File: src/rtl/ppt_pkg.sv
// Shared types and defaults for the presentation timer countdown controller.
package ppt_pkg;

    typedef enum logic [1:0] {
        ST_IDLE    = 2'd0,
        ST_RUN     = 2'd1,
        ST_PAUSE   = 2'd2,
        ST_EXPIRED = 2'd3
    } state_t;

    localparam int CNT_W   = 12;
    localparam int DEF_SEL = 9;
    localparam int SEL_MAX = 25;

    // Saturate a requested divider select to the highest legal value.
    function automatic logic [4:0] clamp_sel(input logic [4:0] req, input logic [4:0] max_sel);
        return (req > max_sel) ? max_sel : req;
    endfunction

endpackage

File: src/rtl/tick_edge_detect.sv
// Turns the divider output into one-cycle ticks; resync reloads the history so a
// rate change cannot fake an edge.
module tick_edge_detect (
    input  logic clk,
    input  logic rst,
    input  logic div_clk,
    input  logic resync,
    output logic tick
);

    logic dq_reg;
    logic dd_reg;
    logic tick_reg;

    always_ff @(posedge clk or posedge rst) begin
        if (rst) begin
            dq_reg   <= 1'b0;
            dd_reg   <= 1'b0;
            tick_reg <= 1'b0;
        end else begin
            tick_reg <= dq_reg & ~dd_reg;
            if (resync) begin
                dq_reg <= div_clk;
                dd_reg <= div_clk;
            end else begin
                dq_reg <= div_clk;
                dd_reg <= dq_reg;
            end
        end
    end

    assign tick = tick_reg;

endmodule

File: src/rtl/presentation_timer_ctrl.sv
// Start/pause/stop countdown driven by divider ticks, with warning/expiry flags
// and a ready/valid handshake for changing the divider select.
module presentation_timer_ctrl #(
    parameter int CNT_W   = ppt_pkg::CNT_W,
    parameter int DEF_SEL = ppt_pkg::DEF_SEL,
    parameter int SEL_MAX = ppt_pkg::SEL_MAX
) (
    input  logic             clk,
    input  logic             rst,
    input  logic             start,
    input  logic             pause,
    input  logic             stop,
    input  logic [CNT_W-1:0] load_val,
    input  logic [CNT_W-1:0] warn_thr,
    input  logic [4:0]       sel_req,
    input  logic             sel_req_valid,
    output logic             sel_req_ready,
    output logic [4:0]       div_sel,
    input  logic             div_clk,
    output logic             tick,
    output logic [CNT_W-1:0] remaining,
    output logic [1:0]       state,
    output logic             warn,
    output logic             expired
);
    import ppt_pkg::*;

    state_t           state_reg, state_next;
    logic [CNT_W-1:0] remaining_reg, remaining_next;
    logic             warn_reg, warn_next;
    logic [4:0]       div_sel_reg;
    logic             sel_accept;

    assign sel_accept = sel_req_valid & sel_req_ready;

    tick_edge_detect u_tick (
        .clk     (clk),
        .rst     (rst),
        .div_clk (div_clk),
        .resync  (sel_accept),
        .tick    (tick)
    );

    always_ff @(posedge clk or posedge rst) begin
        if (rst) begin
            state_reg     <= ST_IDLE;
            remaining_reg <= '0;
            warn_reg      <= 1'b0;
            div_sel_reg   <= 5'(DEF_SEL);
        end else begin
            state_reg     <= state_next;
            remaining_reg <= remaining_next;
            warn_reg      <= warn_next;
            if (sel_accept)
                div_sel_reg <= clamp_sel(sel_req, 5'(SEL_MAX));
        end
    end

    // stop > start > (tick, pause); a tick and a pause in RUN both take effect.
    always_comb begin
        state_next     = state_reg;
        remaining_next = remaining_reg;
        if (stop) begin
            state_next     = ST_IDLE;
            remaining_next = '0;
        end else if (start) begin
            remaining_next = load_val;
            state_next     = (load_val == '0) ? ST_EXPIRED : ST_RUN;
        end else begin
            if (pause && state_reg == ST_RUN)
                state_next = ST_PAUSE;
            else if (pause && state_reg == ST_PAUSE)
                state_next = ST_RUN;
            if (tick && state_reg == ST_RUN && remaining_reg != '0) begin
                remaining_next = remaining_reg - CNT_W'(1);
                if (remaining_reg == CNT_W'(1))
                    state_next = ST_EXPIRED;
            end
        end
    end

    always_comb begin
        sel_req_ready = (state_reg == ST_IDLE) || (state_reg == ST_PAUSE);
        expired       = (state_reg == ST_EXPIRED);
        warn_next     = ((state_reg == ST_RUN) || (state_reg == ST_PAUSE)) &&
                        (remaining_reg <= warn_thr) && (remaining_reg != '0);
    end

    assign div_sel   = div_sel_reg;
    assign remaining = remaining_reg;
    assign state     = state_reg;
    assign warn      = warn_reg;

endmodule

File: config.mk
export PLATFORM = sky130hd
export DESIGN_NAME = presentation_timer_ctrl
export DESIGN_NICKNAME = d
export VERILOG_FILES = /design/src/rtl/ppt_pkg.sv /design/src/rtl/tick_edge_detect.sv /design/src/rtl/presentation_timer_ctrl.sv
export SDC_FILE = /design/constraint.sdc
export NUM_CORES = 1
export LEC_CHECK = 0
export CORE_MARGIN = 1
export CORE_UTILIZATION = 45
export CTS_CLUSTER_SIZE = 40
export DETAILED_ROUTE_END_ITERATION = 10
export GPL_TIMING_DRIVEN = 0
export PLACE_DENSITY = 0.89
export SYNTH_ARGS = -nofsm -noshare
export SYNTH_HDL_FRONTEND = slang
export SYNTH_SLANG_ARGS = --single-unit
File: constraint.sdc
create_clock -name clk -period 2.7 [get_ports clk]
set_clock_uncertainty 0.15 [all_clocks]
set_input_delay 0.54 -clock clk [delete_from_list [all_inputs] [get_ports clk]]
set_output_delay 0.54 -clock clk [all_outputs]
set_load 0.005 [all_outputs]
==> results of run 1 <==
cell usage in the layout (no fill, tap or decap), types with 5 or more instances in the layout:
master / n
inv_1: 22
dfrtp_1: 21
clkdlybuf4s50_1: 57
nor2_1: 9
nand3_1: 5
ha_1: 19
nor4_1: 7
nand2_1: 19
a21oi_1: 14
o21ai_0: 5
synthesized netlist by cell type (2+ instances only):
cell      instances  share of area (%)
dfrtp_1          21                 32
mux2i_1           3                1.8
o211ai_1          2               0.91
mux2_2            3                2.1
or4_1             2               0.91
xnor2_1           2                1.1
a31oi_1           3                1.1
or3_1             4                1.5
nand3_1           5                1.5
ha_1             19                 14
or2_2             2               0.76
a21oi_1          14                4.3
nor3_1            2               0.61
nor2b_1           3                1.1
and2_1            2               0.76
a221oi_1          3                1.6
dfstp_2           2                3.2
nand2_1          19                4.3
clkbuf_1          4               0.91
inv_1            22                5.0
nor4_1            7                2.7
o21a_1            2               0.91
o21ai_0           5                1.5
nand4_1           3                1.1
nor2_1            9                2.1
critical path: stages, from the launching register on:
cell	delay, ps
dfrtp_1	460
inv_1	90
ha_1	190
or2_2	300
clkdlybuf4s50_1	450
final cells by class:
type	instances	area, um^2	area share, %
multi-input cells	135	967	42.1
repair buffers	57	571	24.8
plain buffers	4	15.0	0.653
inverters	22	82.6	3.59
well taps	46	57.6	2.50
flip-flops and latches	23	578	25.1
clock buffers	3	22.5	0.980
clock inverters	1	5.00	0.218
cell families after synthesis:
kind of cell,synth area share (%)
AO/OA/AOI/OAI,15.5
XOR/XNOR,1.60
adder cells (fa/ha/maj),14.5
buffers and inverters,5.94
flip-flops,35.2
multiplexers,3.88
AND/OR/NAND/NOR,23.4
worst paths after layout:
check,endpoint,slack (ps),cells past startpoint
setup / recovery,sel_req_ready,210,4
min in group asynchronous,remaining[0],540,2
setup reg to reg,remaining[9],280,7
max in group asynchronous,div_sel[1],1320,2
hold / removal,u_tick.tick,250,1
hold reg to reg,u_tick.tick,250,1
per-layer routing:
layer	track usage, %	part of all wire (%)	wire [um]
met1	29.5	44	1810
met2	36.3	48	2000
met3	1.82	6.2	256
met4	8.14	1.9	78
met5	0	0	0
power by group:
group / leakage, nW / switching [mW] / internal, mW
clock: 0.0177 / 0.108 / 0.0554
combinational: 0.710 / 0.122 / 0.165
sequential: 0.292 / 0.0366 / 0.380
==> impl_metrics.csv, run 1 <==
group,metric,value,unit
run_status,outcome,"complete, no violations",
finish,final_util,67.3,%
drt,dr_total_vias,1672,
sta,setup_viol,0,
critical_path,path_max_fanout,6,
finish,insertedDiodeCount,0,
critical_path,startpoint_type,"register",
finish,area_growth_syn_to_layout,39.9,%
grt,grt_usage,21.8,%
flow_run,maxCapViolCount,0,
sta,period_needed,2490,ps
synthesis,synth-edff-count,0,
synthesis,synth_seq_cells,23,
power_and_ir_drop,leakagePower,1.02,nW
drt,route.detailed.drc,0,
finish,fill_cells,275,
clock_tree,clockBufferDepth,2,
sta,hold_ws,253,ps
hold_path,hold_class,"register to register",
placement,place_area,0.00227,mm^2
synthesis,synth_ff_type,"dfrtp_1",
power_and_ir_drop,vdd_drop_max,0.214,mV
die,fp.coreArea,0.00342,mm^2
drt,drtPass1Iterations,5,
finish,final_cells,291,
drt,antenna_left,0,
power_and_ir_drop,finalPower,0.866,mW
clock_tree,cts_setup_buffers,0,
finish,nets,301,
synthesis,synthCells,184,
clock_tree,htree_levels,1,
grt,grt_pass1_wl,6.87,mm
die,start_util,48.1,%
clock_tree,ctsHoldBuffers,0,
power_and_ir_drop,p_per_area,377,mW/mm^2
sta,rsz0062_at_grt,"no",
sta,slew_viol_final,0,
grt,first_global_vias,1488,
clock_tree,cts_tree,"built",
clock_tree,cts.sinks,23,
synthesis,yosys_warnings,0,
clock_tree,cts_resized,0,
placement,dp_cells,287,
grt,grt_max_degree,24,
sta,setup_tns,0,ps
sta,fmax,402,MHz
finish,largest_reg_flops,12,
synthesis,syn_nets,239,
sta,hold_violations,0,
critical_path,worstSetupPathType,"register to output port",
clock_tree,clk_latency,310,ps
critical_path,required,2010,ps
synthesis,async_reset_ff_share,100,%
die,dieArea,0.00390,mm^2
critical_path,crit_path_start,"state[0]",
placement,hpwlAfterDp,3.29,mm
placement,dp_slack,161,ps
synthesis,synth_seq_area_share,35.2,%
sta,worst_pin_slew,881,ps
critical_path,reg2reg_from,"remaining[0]",
finish,drive_gt1_share,6.12,%
die,die_x,62.4,um
placement,portBuffers,57,
grt,grt_overflow,0,
clock_tree,clockRootBuffer,"clkbuf_4",
die,rows,21,
synthesis,synth_cell_type_count,46,
finish,design_area,0.00230,mm^2
synthesis,avgSynthCellArea,8.93,um^2
grt,antenna_found_initial,0,
critical_path,crit_arrival,1800,ps
hold_path,hold_start,"u_tick.dd_reg",
synthesis,synth_area,0.00164,mm^2
sta,slew_headroom,41.2,%
drt,wl_per_cell,14.2,um
die,ios,59,
drt,drt_iter0_drc,101,
sta,fin_crit_sh,92.2,%
critical_path,cp-end-kind,"output port",
drt,wl,4.14,mm
drt,vias_per_cell,5.75,
clock_tree,cts_buffers,3,
sta,fin_ws,211,ps
placement,gp_congestion,0.903,
clock_tree,cts.clk_slew.worst_paths,130,ps
die,die_h,62.4,um
No activity file was read; power rests on OpenSTA's default activity.
==> run 2, diff against run 1 <==
- CELL_PAD_IN_SITES_DETAIL_PLACEMENT: not set -> 1
- CELL_PAD_IN_SITES_GLOBAL_PLACEMENT: not set -> 2
- CORE_UTILIZATION: 45 -> 26
- SYNTH_HIERARCHICAL: not set -> 1
==> run 2 against run 1 <==
  * Setup slack improved by 36 ps
  * Worst hold slack improved by 2.2 ps
  * Largest power group unchanged
  * Final cell count increased by 8.6%
  * Area after synthesis up 0.30%
  * Sequential cell count unchanged
==> impl_metrics.csv, run 2 <==
group,metric,value,unit
critical_path,critPathTopFamily,"buffers and inverters",
drt,dr_wl_met2,2.25,mm
flow_run,maxCapViolCount,0,
sta,fmax,408,MHz
drt,route.detailed.drc,0,
critical_path,crit_arrival,1760,ps
die,ios,59,
synthesis,synth.largest_area_cell,"dfrtp_1",
synthesis,synth_top_area_share,31.9,%
synthesis,synth_seq_area_share,35.1,%
sta,slew_viol_final,0,
synthesis,yosys_warnings,6,
synthesis,synth_ff_type,"dfrtp_1",
finish,final_cell_mix,"56 x clkdlybuf4s50_1, 21 x inv_1, 21 x dfrtp_1",
drt,drt_iter0_drc,68,
critical_path,slowest_stage,"dfrtp_1",
sta,setup_tns,0,ps
synthesis,synth_seq_cells,23,
placement,portBuffers,56,
sta,period_needed,2450,ps
clock_tree,cts.clk_slew.worst_paths,80,ps
synthesis,yosys-top-cells-area,"dfrtp_1 32%, ha_1 14%, a21oi_1 5.5%",
grt,grt_overflow,0,
grt,antenna_found_initial,0,
sta,hold_violations,0,
critical_path,r2r-end,"remaining[7]",
clock_tree,ctsHoldBuffers,0,
drt,wl,4.83,mm
drt,routed.top_layer,"met4",
clock_tree,cts_setup_buffers,0,
drt,wl_per_cell,15.3,um
finish,largest_reg_flops,12,
sta,slew_headroom,43.4,%
grt,grt_max_degree,21,
finish,final_common_cell,"clkdlybuf4s50_1",
sta,setup_viol,0,
clock_tree,cts_tree,"built",
placement,gp_congestion,0.799,
placement,hpwlAfterDp,3.89,mm
power_and_ir_drop,vdd_drop_max,0.181,mV
die,dieArea,0.00666,mm^2
hold_path,min_path_cells,1,
synthesis,synth_top_cells_by_count,"21 x dfrtp_1, 21 x inv_1, 19 x ha_1",
critical_path,worstSetupPathType,"register to output port",
die,die_x,81.6,um
synthesis,async_reset_ff_share,100,%
run_status,outcome,"complete, no violations",
die,die_h,81.6,um
critical_path,cp-end-kind,"output port",
drt,antenna_left,0,
finish,insertedDiodeCount,0,
critical_path,cp.buffers_inverters,2,
synthesis,synthCells,181,
clock_tree,htree_levels,1,
hold_path,hold_start,"u_tick/dd_reg",
clock_tree,clockBufferDepth,2,
sta,worst_pin_slew,848,ps
grt,grt_pass1_wl,7.53,mm
finish,drive_gt1_share,8.30,%
synthesis,synth-edff-count,0,
critical_path,reg2reg_from,"remaining[0]",
synthesis,avgSynthCellArea,9.10,um^2
die,rows,28,
critical_path,required,2010,ps
critical_path,crit_path_start,"state[0]",
critical_path,startpoint_type,"register",
hold_path,hold_class,"register to register",
synthesis,synth_cell_type_count,39,
critical_path,crit_chain,"inv_1, ha_1, or2_2, clkdlybuf4s50_1",
finish,area_growth_syn_to_layout,42.5,%
die,start_util,27.3,%
clock_tree,cts_buffers,3,
die,fp.coreArea,0.00603,mm^2
power_and_ir_drop,leakagePower,1.01,nW
drt,vias_per_cell,4.91,
critical_path,max_stage_delay,450,ps
drt,drtPass1Iterations,4,
hold_path,hold_end,"u_tick/tick",
sta,rsz0062_at_grt,"no",
finish,nets,297,
clock_tree,clk_latency,280,ps
clock_tree,clockRootBuffer,"clkbuf_8",
drt,dr_total_vias,1550,
critical_path,path_max_fanout,6,
power_and_ir_drop,p_per_area,412,mW/mm^2
synthesis,synth_area,0.00165,mm^2
finish,final_util,39.0,%
sta,fin_crit_sh,90.9,%
grt,first_global_vias,1509,
grt,grt_usage,15.1,%
drt,met3_length,157,um
critical_path,r2r_setup_slack,470,ps
critical_path,r2r_cells,7,
synthesis,syn_nets,236,
clock_tree,cts_resized,0,
clock_tree,cts.sinks,23,
drt,m1WireLength,2.33,mm
==> run 2: through the flow <==
| stage | hold WS [ps] | worst slack (ps) | instance area [um^2] | power (mW) | instances |
|---|---|---|---|---|---|
| 2_1_floorplan | 144 | 780 | 1650 | 0.577 | 181 |
| 3_3_place_gp | 231 | 47.1 | 2300 | 0.739 | 312 |
| 3_5_place_dp | 248 | 37.0 | 2300 | 0.750 | 312 |
| 4_1_cts | 260 | 219 | 2350 | 0.978 | 316 |
| 5_1_grt | 279 | 139 | 2350 | 1.03 | 316 |
| 6_report | 255 | 247 | 2350 | 0.967 | 316 |
==> run 2: worst register-to-register path: cells and delay by family (launching register included) <==
kind	cells	cell delay, ps
AO/OA/AOI/OAI	3	750
flip-flops	1	480
AND/OR/NAND/NOR	2	370
adder cells (fa/ha/maj)	1	230
buffers and inverters	1	130
==> run 2: kinds of logic after synthesis <==
group / share of synthesized area, %
simple gates: 20.0
mux: 3.49
fa+ha+maj: 14.4
flops: 35.1
compound gates: 19.2
buf+inv: 5.70
xor+xnor: 2.13
==> run 2: power by group <==
group,internal [mW],switching [mW]
logic,0.176,0.143
registers,0.381,0.0415
clock network,0.104,0.123
==> run 2: how the worst max path moves through the flow <==
stage | depth (start not counted) | to
final | 4 | sel_req_ready
after global routing | 4 | sel_req_ready
after CTS | 4 | sel_req_ready
after detailed placement | 8 | warn
after global placement | 8 | warn
after floorplan | 7 | remaining[7]
==> run 2: layout make-up <==
cell class | instances | area, um^2
inverters | 21 | 78.8
multi-input cells | 133 | 976
plain buffers | 4 | 15.0
repair buffers | 56 | 561
clock inverters | 1 | 5.00
well taps | 75 | 93.8
flip-flops and latches | 23 | 578
clock buffers | 3 | 41.3
fillers | 727 | 3680
==> run 2: routing by layer <==
metal  track usage, %  vias up
li1                 -      776
met4             5.96        0
met1             20.8      731
met5                0        -
met3             1.33        7
met2             24.2       36
